$ cat src/rtl/c8b_32b_asm_pkg.sv
// rtl/c8b_32b_asm_pkg.sv - shared PHY byte-lane constants and lane-index type
package c8b_32b_asm_pkg;

    localparam int BYTE_W = 8;
    localparam int LANES  = 4;

    // Shared with the 32b->8b serializer so both sides agree on lane numbering.
    typedef logic [$clog2(LANES)-1:0] lane_idx_t;

endpackage

$ cat src/rtl/c8b_32b_asm_outreg.sv
// rtl/c8b_32b_asm_outreg.sv - single-entry valid/ready output register with sticky overflow
module c8b_32b_asm_outreg
    import c8b_32b_asm_pkg::*;
#(
    parameter int W = BYTE_W * LANES
) (
    input  logic         clock4,
    input  logic         reset,
    input  logic         word_valid,
    input  logic [W-1:0] word_data,
    input  logic         ready_in,
    output logic [W-1:0] data_out,
    output logic         valid_out,
    output logic         overflow
);

    always_ff @(posedge clock4) begin
        if (reset) begin
            data_out  <= '0;
            valid_out <= 1'b0;
            overflow  <= 1'b0;
        end else if (word_valid) begin
            if (!valid_out || ready_in) begin
                data_out  <= word_data;
                valid_out <= 1'b1;
            end else begin
                // Source cannot be stalled: the new word is lost, the held one survives.
                overflow <= 1'b1;
            end
        end else if (valid_out && ready_in) begin
            valid_out <= 1'b0;
        end
    end

endmodule

$ cat src/rtl/c8b_32b_asm.sv
// rtl/c8b_32b_asm.sv - reassembles the serializer's byte stream into 32-bit words
module c8b_32b_asm #(
    parameter int DATA_W = 8,
    parameter int LANES  = 4
) (
    input  logic                  clock4,
    input  logic                  reset,
    input  logic [DATA_W-1:0]     data_in,
    input  logic                  valid_in,
    input  logic                  align_in,
    output logic [DATA_W*LANES-1:0] data_out,
    output logic                  valid_out,
    input  logic                  ready_in,
    output logic                  overflow,
    output logic [1:0]            lane_idx
);
    import c8b_32b_asm_pkg::*;

    localparam int WORD_W = DATA_W * LANES;

    lane_idx_t         lane_q;
    lane_idx_t         lane_next;
    logic [WORD_W-1:0] asm_q;
    logic [WORD_W-1:0] asm_next;
    logic              complete;

    assign complete = valid_in && !align_in && (lane_q == lane_idx_t'(LANES - 1));

    always_comb begin
        asm_next  = asm_q;
        lane_next = lane_q;
        if (align_in) begin
            // Realignment throws away any partial word, including its byte lanes.
            asm_next = '0;
            if (valid_in) begin
                asm_next[DATA_W-1:0] = data_in;
                lane_next            = lane_idx_t'(1);
            end else begin
                lane_next = '0;
            end
        end else if (valid_in) begin
            for (int i = 0; i < LANES; i++) begin
                if (lane_q == lane_idx_t'(i)) begin
                    asm_next[i*DATA_W +: DATA_W] = data_in;
                end
            end
            lane_next = lane_q + lane_idx_t'(1);
        end
    end

    always_ff @(posedge clock4) begin
        if (reset) begin
            lane_q <= '0;
            asm_q  <= '0;
        end else begin
            lane_q <= lane_next;
            asm_q  <= asm_next;
        end
    end

    assign lane_idx = lane_q;

    // The completed word already includes the byte landing in the top lane this cycle.
    c8b_32b_asm_outreg #(
        .W (WORD_W)
    ) u_outreg (
        .clock4     (clock4),
        .reset      (reset),
        .word_valid (complete),
        .word_data  (asm_next),
        .ready_in   (ready_in),
        .data_out   (data_out),
        .valid_out  (valid_out),
        .overflow   (overflow)
    );

endmodule
$ cat config.mk
export PLATFORM = sky130hd
export DESIGN_NAME = c8b_32b_asm
export DESIGN_NICKNAME = d
export VERILOG_FILES = /design/src/rtl/c8b_32b_asm_pkg.sv /design/src/rtl/c8b_32b_asm_outreg.sv /design/src/rtl/c8b_32b_asm.sv
export SDC_FILE = /design/constraint.sdc
export NUM_CORES = 1
export LEC_CHECK = 0
export CORE_ASPECT_RATIO = 1.25
export CORE_UTILIZATION = 50
export CTS_CLUSTER_SIZE = 10
export DETAILED_ROUTE_END_ITERATION = 12
export PLACE_DENSITY = 0.85
export SYNTH_ARGS = -nofsm -noshare
export SYNTH_HDL_FRONTEND = slang
export SYNTH_SLANG_ARGS = --single-unit
$ cat constraint.sdc
create_clock -name clock4 -period 2.5 [get_ports clock4]
set_clock_uncertainty 0.05 [all_clocks]
set_input_delay 0.5 -clock clock4 [delete_from_list [all_inputs] [get_ports clock4]]
set_output_delay 0.5 -clock clock4 [all_outputs]
set_load 0.02 [all_outputs]
==> flow_summary.json <==
{
  "cts_num_sinks": 67,
  "reg2reg_setup_slack_ns": 0.76,
  "critPathBufInv": 1,
  "clkSlewWorstSetupHoldPaths_ns": 0.06,
  "clockBufferDepth": 2,
  "dr.first_iter.drc_count": 159,
  "antenna_found_initial": 0,
  "netlist_top_cells_area": "dfxtp_1 (52%), a211oi_2 (13%), mux2i_1 (9.3%), a21oi_1 (6.6%), nor2_1 (5.1%)",
  "min_from": "u_outreg.overflow$_SDFFE_PP0P_",
  "path_delay_family": "buffers and inverters",
  "drv_slew": 0,
  "gp_congestion": 0.727,
  "viasPerCell": 5.50,
  "slowest_stage": "clkdlybuf4s50_1",
  "postCtsSetupRepairBufs": 0,
  "holdPathEnd": "u_outreg.overflow$_SDFFE_PP0P_",
  "cts_tree": "yes",
  "synth_cells": 240,
  "cp_max_fo": 6,
  "cellPowerDensity_mw_per_mm2": 639,
  "hold-path-cell-count": 2,
  "worstRegToRegCells": 5,
  "ir_worst_vdd_mv": 0.527,
  "holdWs_ns": 0.428,
  "rsz0062_at_grt": "no",
  "num_rows": 28,
  "place_inst": 334,
  "cts_buffers": 9,
  "setup_viol": 0,
  "num_vias": 1925,
  "p_leak_nw": 1.26,
  "tns_ns": 0,
  "min_period_ns": 1.96,
  "criticalPathCategory": "reg2out",
  "hpwl_mm": 3.55,
  "die_w_um": 66.4,
  "die_area_mm2": 0.00547,
  "grt_max_degree": 44,
  "rr_endpoint": "u_outreg.data_out[0]$_SDFFE_PP0P_",
  "wl_mm": 5.67,
  "coreArea_mm2": 0.00487,
  "syn_area_mm2": 0.00259,
  "final.period_utilization": 0.784,
  "hold_viol_final": 0,
  "path_cells": "clkdlybuf4s50_1",
  "track_usage": 0.237,
  "postRouteAntennaNets": 0,
  "max_freq_ghz": 0.510,
  "cts_root_buf": "clkbuf_8",
  "initial_core_util": 0.532,
  "worstPathRequired_ns": 1.95,
  "die_h_um": 82.5,
  "route.detailed.drc": 0,
  "ys_seq_elements": 67,
  "cts_hold_buffers": 0,
  "timing.rr.start": "lane_idx[0]$_SDFFE_PP0P_",
  "cts_htree_levels": 3,
  "seq_area_frac_synth": 0.518,
  "clock_latency_ns": 0.34,
  "critPathMaxStageDelay_ns": 0.64,
  "num_antenna_cells": 0,
  "synth_nets": 258,
  "stdcell_count": 350,
  "grt_pass1_vias": 1917,
  "synth.distinct_cells": 27,
  "worstSetupStartpointType": "register",
  "cp.arrival_ns": 1.41,
  "cp-end-kind": "output pin",
  "power_mw": 2.11,
  "cap_viol_max_count": 0,
  "syn_avg_cell_area_um2": 10.8,
  "worst_pin_slew_ns": 0.850,
  "area_growth_pct": 27.7,
  "fin_nets": 303,
  "slew_headroom": 0.434,
  "grt_pass1_wl_mm": 9.36,
  "ys_warn_count": 0,
  "ctsResizeCount": 0,
  "num_io_pins": 49,
  "hold_class": "reg2reg",
  "outcome": "completed",
  "yosysTopAreaCellShare": 0.518,
  "yosys.area.top_type": "dfxtp_1",
  "drive_gt1_frac": 0.176,
  "io_buffers": 48,
  "grt-ovfl-total": 0,
  "firstDrtPassIters": 4,
  "wl_per_cell_um": 16.2
}
## sequential cells by signal (all words and copies together), names as in the netlist
name and cells:
u_outreg.data_out 32, asm_q 31, lane_idx 2, u_outreg.overflow 1, u_outreg.valid_out 1
## worst register-to-register path, cell delays in order, from the launching register on
cell and delay, ns:
dfxtp_1 0.42, inv_1 0.11, ha_1 0.24, a21oi_2 0.35
a22oi_1 0.18, a211oi_1 0.29
## routing by layer
metal | routed length, µm | vias to the layer above | global-route usage
met3 | 228 | 13 | 0.0659
met1 | 2430 | 914 | 0.276
met4 | 117 | 0 | 0.102
met2 | 2890 | 45 | 0.405
li1 | - | 953 | -
met5 | 0 | - | 0
## stage by stage
step	cell area, µm²	setup slack [ns]	utilization
6_report	3310	0.540	0.679
5_1_grt	3310	0.471	0.679
4_1_cts	3310	0.512	0.679
3_5_place_dp	3100	0.303	0.637
3_3_place_gp	3100	0.341	0.637
2_1_floorplan	2590	0.913	-
## kinds of logic after synthesis
logic type / count (synthesis) / synth area share
and+or+nand+nor: 46 / 0.0783
AOI/OAI and AO/OA: 77 / 0.242
buffers and inverters: 21 / 0.0445
muxes: 24 / 0.0928
adders and majority gates: 5 / 0.0242
DFF: 67 / 0.518
## cells in the final DEF (no fill, tap or decap), types with 2 or more instances in the layout
master	netlist	layout
inv_1	2	2
buf_12	0	2
a22oi_1	8	8
dfxtp_1	67	67
a211oi_1	4	4
buf_4	7	3
clkbuf_1	8	3
ha_1	5	5
nor2_1	35	35
nand2_2	3	3
a211oi_2	27	27
clkdlybuf4s50_1	0	47
a21oi_1	34	34
mux2i_1	24	24
clkbuf_8	0	12
## power by group
| part | total (mW) | leakage (nW) | internal, mW | switching (mW) |
|---|---|---|---|---|
| clock | 0.911 | 0.104 | 0.544 | 0.367 |
| sequential | 1.09 | 0.541 | 1.08 | 0.00587 |
| combinational | 0.116 | 0.611 | 0.0436 | 0.0722 |
## layout make-up
class / instances / area [µm²]
inverters: 2 / 7.51
flip-flops and latches: 67 / 1340
clock inverters: 1 / 30.0
multi-input cells: 152 / 1140
well taps: 60 / 75.1
clock buffers: 15 / 176
repair buffers: 53 / 538
fillers: 383 / 1560
## synthesized netlist by cell type, drive strengths merged
library cell / number
a211oi: 31
a21oi: 35
a22oi: 8
and3b: 1
buf: 11
clkbuf: 8
dfxtp: 67
ha: 5
inv: 2
mux2i: 24
nand2: 4
nand2b: 1
nand3: 1
nor2: 35
nor2b: 1
nor3: 1
o21a: 1
o21ai: 1
o31ai: 1
or2: 1
or3: 1
## worst max path at each step
stage | start | endpoint | slack (ns) | depth (start not counted)
floorplan | lane_idx[0]$_SDFFE_PP0P_ | u_outreg.data_out[1]$_SDFFE_PP0P_ | 0.91 | 5
global placement | valid_in | u_outreg.data_out[30]$_SDFFE_PP0P_ | 0.34 | 5
detailed placement | valid_in | u_outreg.data_out[0]$_SDFFE_PP0P_ | 0.30 | 5
CTS | lane_idx[1]$_SDFFE_PP0P_ | lane_idx[1] | 0.51 | 1
global route | lane_idx[1]$_SDFFE_PP0P_ | lane_idx[1] | 0.47 | 1
finish | lane_idx[1]$_SDFFE_PP0P_ | lane_idx[1] | 0.54 | 1
Power figures use the tool's default switching activity.
